## config.mk

```make
export PLATFORM = sky130hd
export DESIGN_NAME = lcd_line_writer
export DESIGN_NICKNAME = d
export VERILOG_FILES = /design/src/rtl/lcd_pkg.sv /design/src/rtl/lcd_char_sel.sv /design/src/rtl/lcd_line_writer.sv
export SDC_FILE = /design/constraint.sdc
export NUM_CORES = 1
export LEC_CHECK = 0
export CAP_MARGIN = 20
export CORE_MARGIN = 1
export CORE_UTILIZATION = 29
export DETAILED_ROUTE_END_ITERATION = 10
export PLACE_DENSITY = 0.53
export SLEW_MARGIN = 20
export SYNTH_ARGS = -nofsm -noshare
export SYNTH_HDL_FRONTEND = slang
export SYNTH_HIERARCHICAL = 1
export SYNTH_SLANG_ARGS = --single-unit
```

## constraint.sdc

```tcl
create_clock -name clk -period 3.95 [get_ports clk]
set_input_delay 0.395 -clock clk [delete_from_list [all_inputs] [get_ports clk]]
set_output_delay 0.395 -clock clk [all_outputs]
set_load 0.05 [all_outputs]
```

## src/rtl/lcd_pkg.sv

```systemverilog
// Shared types and constants for the HD44780 line writer: FSM states and LCD byte codes.
package lcd_pkg;

   typedef enum logic [1:0] {
      ST_IDLE = 2'd0,
      ST_ADDR = 2'd1,
      ST_CHAR = 2'd2,
      ST_DONE = 2'd3
   } lcd_state_t;

   localparam logic [7:0] LCD_CMD_SET_DDRAM = 8'h80;
   localparam logic [7:0] LCD_CHAR_SPACE    = 8'h20;
   localparam logic [6:0] LCD_CHAR_NULL     = 7'h00;

   // Wide enough to index the 16-character maximum line.
   localparam int IDX_W = 4;

endpackage

```

## src/rtl/lcd_char_sel.sv

```systemverilog
// Combinational character picker: selects char[idx] from the packed line and maps NUL to space.
module lcd_char_sel
   import lcd_pkg::*;
#(
   parameter int NCHAR = 11,
   parameter int CW    = 7
) (
   input  logic [NCHAR*CW-1:0] i_line,
   input  logic [IDX_W-1:0]    i_idx,
   output logic [7:0]          o_byte
);

   logic [CW-1:0] w_char;

   always_comb begin
      w_char = '0;
      // Char 0 sits in the MSBs of the packed line.
      for (int k = 0; k < NCHAR; k++) begin
         if (i_idx == IDX_W'(k)) w_char = i_line[(NCHAR-k)*CW-1 -: CW];
      end
      if (w_char == LCD_CHAR_NULL) o_byte = LCD_CHAR_SPACE;
      else                         o_byte = 8'(w_char);
   end

endmodule

```

## src/rtl/lcd_line_writer.sv

```systemverilog
// Streams one packed ASCII line to the HD44780 byte bus: a set-DDRAM-address command, then one data byte per char.
// Optional feature LCD_LINE_CACHE_EN: a start repeating the last fully written {row,line} completes without bytes.
module lcd_line_writer
   import lcd_pkg::*;
#(
   parameter int         NCHAR   = 11,
   parameter int         CW      = 7,
   parameter logic [7:0] ROW_OFS = 8'h40
) (
   input  logic                clk,
   input  logic                rst_n,
   input  logic                start_i,
   input  logic                row_i,
   input  logic [NCHAR*CW-1:0] line_i,
   output logic                lcd_valid_o,
   output logic                lcd_rs_o,
   output logic [7:0]          lcd_dat_o,
   input  logic                lcd_ready_i,
   output logic                busy_o,
   output logic                done_o,
   output logic [1:0]          dbg_state_o
);

   // Handshake: a byte transfers on a rising edge where lcd_valid_o & lcd_ready_i; while valid is
   // high and ready low, rs/dat hold steady and valid cannot drop.

   lcd_state_t          r_state, w_state_nxt;
   logic [IDX_W-1:0]    r_idx, w_idx_nxt;
   logic                r_row;
   logic [NCHAR*CW-1:0] r_line;
   logic                w_latch;
   logic                w_hit;
   logic [7:0]          w_char_byte;

   lcd_char_sel #(.NCHAR(NCHAR), .CW(CW)) u_char_sel (
      .i_line (r_line),
      .i_idx  (r_idx),
      .o_byte (w_char_byte)
   );

`ifdef LCD_LINE_CACHE_EN
   logic                r_cache_vld;
   logic                r_cache_row;
   logic [NCHAR*CW-1:0] r_cache_line;

   assign w_hit = r_cache_vld && (r_cache_row == row_i) && (r_cache_line == line_i);

   // A hit leaves the snapshot equal to the copy, so refreshing on every DONE is harmless.
   always_ff @(posedge clk or negedge rst_n) begin
      if (!rst_n) begin
         r_cache_vld  <= 1'b0;
         r_cache_row  <= 1'b0;
         r_cache_line <= '0;
      end else if (r_state == ST_DONE) begin
         r_cache_vld  <= 1'b1;
         r_cache_row  <= r_row;
         r_cache_line <= r_line;
      end
   end
`else
   assign w_hit = 1'b0;
`endif

   always_comb begin
      w_state_nxt = r_state;
      w_idx_nxt   = r_idx;
      w_latch     = 1'b0;
      lcd_valid_o = 1'b0;
      lcd_rs_o    = 1'b0;
      lcd_dat_o   = 8'h00;
      done_o      = 1'b0;
      busy_o      = (r_state != ST_IDLE);
      case (r_state)
         ST_IDLE: begin
            if (start_i) begin
               w_latch     = 1'b1;
               w_state_nxt = w_hit ? ST_DONE : ST_ADDR;
            end
         end
         ST_ADDR: begin
            lcd_valid_o = 1'b1;
            lcd_dat_o   = LCD_CMD_SET_DDRAM | (r_row ? ROW_OFS : 8'h00);
            if (lcd_ready_i) begin
               w_state_nxt = ST_CHAR;
               w_idx_nxt   = '0;
            end
         end
         ST_CHAR: begin
            lcd_valid_o = 1'b1;
            lcd_rs_o    = 1'b1;
            lcd_dat_o   = w_char_byte;
            if (lcd_ready_i) begin
               if (r_idx == IDX_W'(NCHAR-1)) w_state_nxt = ST_DONE;
               else                          w_idx_nxt   = r_idx + 1'b1;
            end
         end
         ST_DONE: begin
            done_o      = 1'b1;
            w_state_nxt = ST_IDLE;
         end
         default: w_state_nxt = ST_IDLE;
      endcase
   end

   always_ff @(posedge clk or negedge rst_n) begin
      if (!rst_n) begin
         r_state <= ST_IDLE;
         r_idx   <= '0;
         r_row   <= 1'b0;
         r_line  <= '0;
      end else begin
         r_state <= w_state_nxt;
         r_idx   <= w_idx_nxt;
         if (w_latch) begin
            r_row  <= row_i;
            r_line <= line_i;
         end
      end
   end

   assign dbg_state_o = r_state;

endmodule

```

## After elaboration in Yosys (flattened, before gate mapping)

Cells that the tools add are included.

| word-level totals | value |
|---|---|
| bits of input ports | 82 |
| register bits | 84 |

| cells by class | value |
|---|---|
| $add $sub $neg | 1 |
| equal/unequal tests | 18 |
| reduce and logical (&&, ||, !) cells | 8 |
| mux-type cells | 28 |

Operators by type and width:

| operator | number |
|---|---|
| 7-bit two-way mux | 13 |
| 4-bit by 3-bit equality test with 1-bit output, second input constant | 4 |
| 8-bit one-hot mux with 2 select lines | 1 |
| 4-bit equality test, second input constant | 3 |
| 4-bit two-way mux | 3 |
| 2-bit inequality test, second input constant | 5 |
| 4-bit by 2-bit equality test with 1-bit output, second input constant | 2 |
| 2-bit two-way mux | 4 |
| 2-bit one-hot mux with 4 select lines | 1 |
| 4-bit one-hot mux with 2 select lines | 1 |
| 4-bit AND reduction | 2 |
| 7-bit zero test | 1 |
| 1-bit two-way mux | 5 |
| 4-bit by 1-bit adder with 4-bit output, second input constant | 1 |
| 2-bit equality test, second input constant | 2 |
| 4-bit by 1-bit equality test with 1-bit output, second input constant | 1 |
| 4-bit zero test | 1 |
| 2-bit nonzero test | 2 |
| 2-bit by 1-bit equality test with 1-bit output, second input constant | 1 |
| 2-bit zero test | 1 |
| 2-bit OR reduction | 1 |

## Longest topological paths before layout

| logic depth | value |
|---|---|
| depth after elaboration | 15 |
| depth in mapped cells | 10 |
| mapped depth without buffers | 7 |

## Cells and area by module

The synthesis kept the hierarchy.

Modules (own cells, without submodules):

| module | area each (um^2) | cells each | sequential area each (um^2) | instances |
|---|---|---|---|---|
| lcd_line_writer | 3409.5 | 220 | 2102.0 | 1 |
| lcd_char_sel | 864.6 | 129 | 0.0 | 1 |

## Worst setup path after synthesis

OpenSTA, ideal clock, no wires.

| path | value |
|---|---|
| path kind | register -> output |
| start point | reg r_idx[1] |
| end point | out lcd_dat_o[5] |
| required time | 3555 ps |
| cell stages (with the launch flop) | 11 |
| arrival time | 2314 ps |
| slack | 1241 ps |
| path buffers | 3 |
| cells stage by stage | dfrtp_1 > buf_2 > buf_4 > buf_2 > mux4_2 > or2_1 > a311oi_1 > nor2_1 > o221ai_1 > o41ai_2 > and2_2 |

| between the ends | value |
|---|---|
| longest elaborated chain between the ends | 15 |
| elaborated cells on any way between the ends | 25 |

RTL lines:

| what | RTL line | source |
|---|---|---|
| start: declaration | lcd_line_writer.sv:28 | `logic [IDX_W-1:0] r_idx, w_idx_nxt;` |
| start signal: assignment | lcd_line_writer.sv:113 | `r_idx <= w_idx_nxt;` |
| 4-bit zero test | lcd_char_sel.sv:19 | `if (i_idx == IDX_W'(k)) w_char = i_line[(NCHAR-k)*CW-1 -: CW];` |
| 7-bit two-way mux (10 in a row) | lcd_char_sel.sv:19 |  |
| 7-bit two-way mux * | lcd_char_sel.sv:19 |  |
| 7-bit zero test | lcd_char_sel.sv:21 | `if (w_char == LCD_CHAR_NULL) o_byte = LCD_CHAR_SPACE;` |
| 7-bit two-way mux * | lcd_char_sel.sv:21 |  |
| net w_char_byte[5] | lcd_line_writer.sv:33 | `logic [7:0] w_char_byte;` |
| 8-bit one-hot mux with 2 select lines * | lcd_line_writer.sv:73 | `case (r_state)` |
| end: declaration | lcd_line_writer.sv:17 | `output logic [7:0] lcd_dat_o,` |

The timed path passes the listed nets; every way through them passes the cells marked *.

## Worst setup path after layout

| path | value |
|---|---|
| start point | reg r_idx[0] |
| end point | out lcd_dat_o[5] |

The elaborated chain is that of the path after synthesis.

==> run summary <==
RUN STATUS
-------------------------------------------------------------------------------
Result of the run                                                  complete, no violations

SYNTHESIS
-------------------------------------------------------------------------------
Part of the Yosys area used for sequential elements                       49.2%
Register bit count reported by yosys                                         84
Instance count of the mapped netlist                                        349
Number of nets produced by synthesis                                        439
Mean instance size in the synthesized netlist                        12.2 sq um
Combined area of all synthesized cells                               4270 sq um
Number of different library cells in the post-synthesis netlist              56
Async set-reset flop share out of synthesis                                100%
Number of enable-type register cells in the synthesized netlist               0
Yosys synthesis warning count                                                 6
Most frequently used flop master after synthesis                        dfrtp_1

CLOCKING
-------------------------------------------------------------------------------
Clk_lat worst skew                                                      0.34 ns
H-tree depth reported by CTS                                                  3
CTS Sinks                                                                    84
Post-CTS Setup Bufs                                                           0
Library cell used as clock root buffer                                clkbuf_16
CTS Hold Bufs                                                                 0
Number of CTS-inserted buffers                                                9
TritonCTS clock tree                                                        yes
Post_cts resized                                                              0
Worst-path clk slew                                                     0.06 ns
Clk buf depth                                                                 2

DRT
-------------------------------------------------------------------------------
Routed wire length                                                     10700 um
First-pass iteration count of the detailed router                             4
Count of nets left with antenna violations after detail routing               0
Number of DRC markers after the initial detailed-route iteration            175
Routed len/inst                                                         17.0 um
Vias per std cell                                                          4.90
Post-detailed-route DRC marker count                                          0
Via count                                                                  3067

STA
-------------------------------------------------------------------------------
Share of the clock period used by the worst path after layout             95.2%
Slew margin rel.                                                          29.9%
Setup-failing EPs final                                                       0
Post-route worst hold slack                                           0.0901 ns
Final hold violation count                                                    0
F_max                                                                   266 MHz
Final slew viol count                                                         0
Worst clock skew                                                     0.00444 ns
Post-route setup TNS                                                       0 ns
Min Clock Period, post-route                                            3.76 ns
RSZ-0062 raised after global routing                                         no
Least-Margin Pin Slew                                                   1.05 ns

DIE
-------------------------------------------------------------------------------
Standard-cell row count                                                      44
Die extent in y                                                          123 um
Die Footprint                                                       15200 sq um
CORE AREA                                                           14500 sq um
IO Pins                                                                      96
Effective utilization at floorplan                                        29.5%
Width of the die                                                         123 um

FLOW RUN
-------------------------------------------------------------------------------
Max-cap violations                                                            0

PLACEMENT
-------------------------------------------------------------------------------
Quantity of I/O buffers inserted on ports                                    95
Routability-driven placement congestion ratio                             0.839
DPL Wire Length                                                         7790 um

SETUP PATH
-------------------------------------------------------------------------------
Worst setup EP type                                                primary output
Critical Path Start Type                                               register
Critical path data arrival time                                         3.37 ns
Depth of the most critical reg-to-reg path                                    4
Worst setup slack for register-to-register paths                        1.75 ns
Reg-to-reg critical path startpoint                                dbg_state_o[0]
Max Fanout on Critical Path                                                  27
CP required                                                             3.56 ns
Critical register-to-register path endpoint                          r_line[16]
Critical path start-end classification                                  reg2out

GLOBAL ROUTING
-------------------------------------------------------------------------------
Wire length of the first global-routing pass                           16800 um
Maximum number of pins on one net before global-route repair                 85
Initial antenna violation count                                               0
Total overflow reported by the global router                                  0
All-Layer GR Usage                                                        15.0%
Vias in the first global route                                             3142

PWR
-------------------------------------------------------------------------------
Standby leakage power                                                   2.33 nW
Maximum resistive drop on vdd                                          0.232 mV
Power per standard cell area                                        808 nW/um^2
Total chip power                                                      0.00462 W

FINAL LAYOUT
-------------------------------------------------------------------------------
Nets                                                                        527
Diode count                                                                   0
Most frequent cells in the layout                                  91 x clkdlybuf4s50_1, 84 x dfrtp_1, 81 x mux2_2, 12 x o21ai_0, 12 x nor2_1
Share of post-route cells with drive strength above 1                     27.8%
Most common library cell in the layout ignoring fill and taps      clkdlybuf4s50_1
Area growth from synthesis to layout                                      33.7%

MIN PATH
-------------------------------------------------------------------------------
HP Class                                                               in2async

==> cell families after synthesis <==
kind of cell               count (synthesis)  share of synthesized area (%)
muxes                                     93                           25.1
AOI/OAI and AO/OA                         57                           9.37
buffers and inverters                     32                           3.83
adders and majority gates                  8                           2.34
and+or+nand+nor                           74                           10.1
other                                      1                         0.0877
DFF                                       84                           49.2
==> flip-flops by register name (all words and copies together) (netlist names) <==
signal	cells
dbg_state_o	2
r_idx	4
r_line	77
r_row	1
==> final cells by class <==
type | instances | area, sq um
Timing Repair Buffer | 99 | 987
Clock inverter | 7 | 115
Multi-Input combinational cell | 233 | 2020
Inverter | 10 | 37.5
Tap cell | 184 | 230
Sequential cell | 84 | 2100
Fill cell | 1409 | 8770
Clock buffer | 9 | 225
==> routing by layer <==
metal | up-vias | GRT usage [%] | part of all wire [%]
met5 | - | 0 | 0
met4 | 0 | 5.50 | 1.6
met3 | 12 | 3.74 | 4.6
met2 | 76 | 23.6 | 47
met1 | 1536 | 19.8 | 47
li1 | 1443 | - | -
==> cells in the mapped netlist (3+ instances only) <==
cell type / n / area, sq um
mux4_2: 3 / 67.6
nand2_1: 6 / 22.5
o22ai_1: 5 / 31.3
nor2b_1: 10 / 62.6
mux2_2: 81 / 912
o21ai_0: 12 / 60.1
nand3b_1: 4 / 30.0
nor2_1: 12 / 45.0
inv_1: 10 / 37.5
a21oi_1: 9 / 45.0
ha_1: 8 / 100
nand2b_1: 7 / 43.8
and2_2: 6 / 45.0
buf_2: 17 / 85.1
a22oi_1: 6 / 45.0
dfrtp_1: 84 / 2100
or2_2: 3 / 18.8
mux2i_1: 7 / 70.1
nor3_1: 5 / 25.0
nand3_1: 7 / 35.0
==> stage by stage <==
step	instance area, sq um	instances	utilization [%]	setup slack (ns)
after floorplan	4270	349	-	1.24
after global placement	5370	610	37.1	0.528
after detailed placement	5370	610	37.1	0.576
after CTS	5710	626	39.4	0.187
after global routing	5710	626	39.5	0.0140
final	5710	626	39.5	0.189
==> power breakdown <==
group | switching (W) | leakage, nW | total, W | internal, W
sequential | 0.000327 | 0.999 | 0.00162 | 0.00130
clock | 0.000342 | 0.161 | 0.000957 | 0.000615
combinational | 0.00102 | 1.17 | 0.00204 | 0.00102
total | 0.00169 | 2.33 | 0.00462 | 0.00293
==> worst max-delay path: stages, from the launching register on <==
cell and delay [ns]:
dfrtp_1 0.92, mux4_2 0.62, or2_1 0.24, a311oi_1 0.41
nor2_1 0.09, o221ai_1 0.24, o41ai_2 0.11, and2_2 0.23
buf_12 0.15
==> how the worst max path moves through the flow <==
stage                        start            to  slack (ns)  cells after the start
after floorplan           r_idx[1]  lcd_dat_o[5]        1.24                     10
after global placement    r_idx[2]  lcd_dat_o[0]        0.53                      6
after detailed placement  r_idx[0]  lcd_dat_o[5]        0.58                      8
after CTS                 r_idx[0]  lcd_dat_o[5]        0.19                      8
after global routing      r_idx[2]  lcd_dat_o[1]        0.01                      6
final                     r_idx[0]  lcd_dat_o[5]        0.19                      8
(Power assumes the default switching activity.)
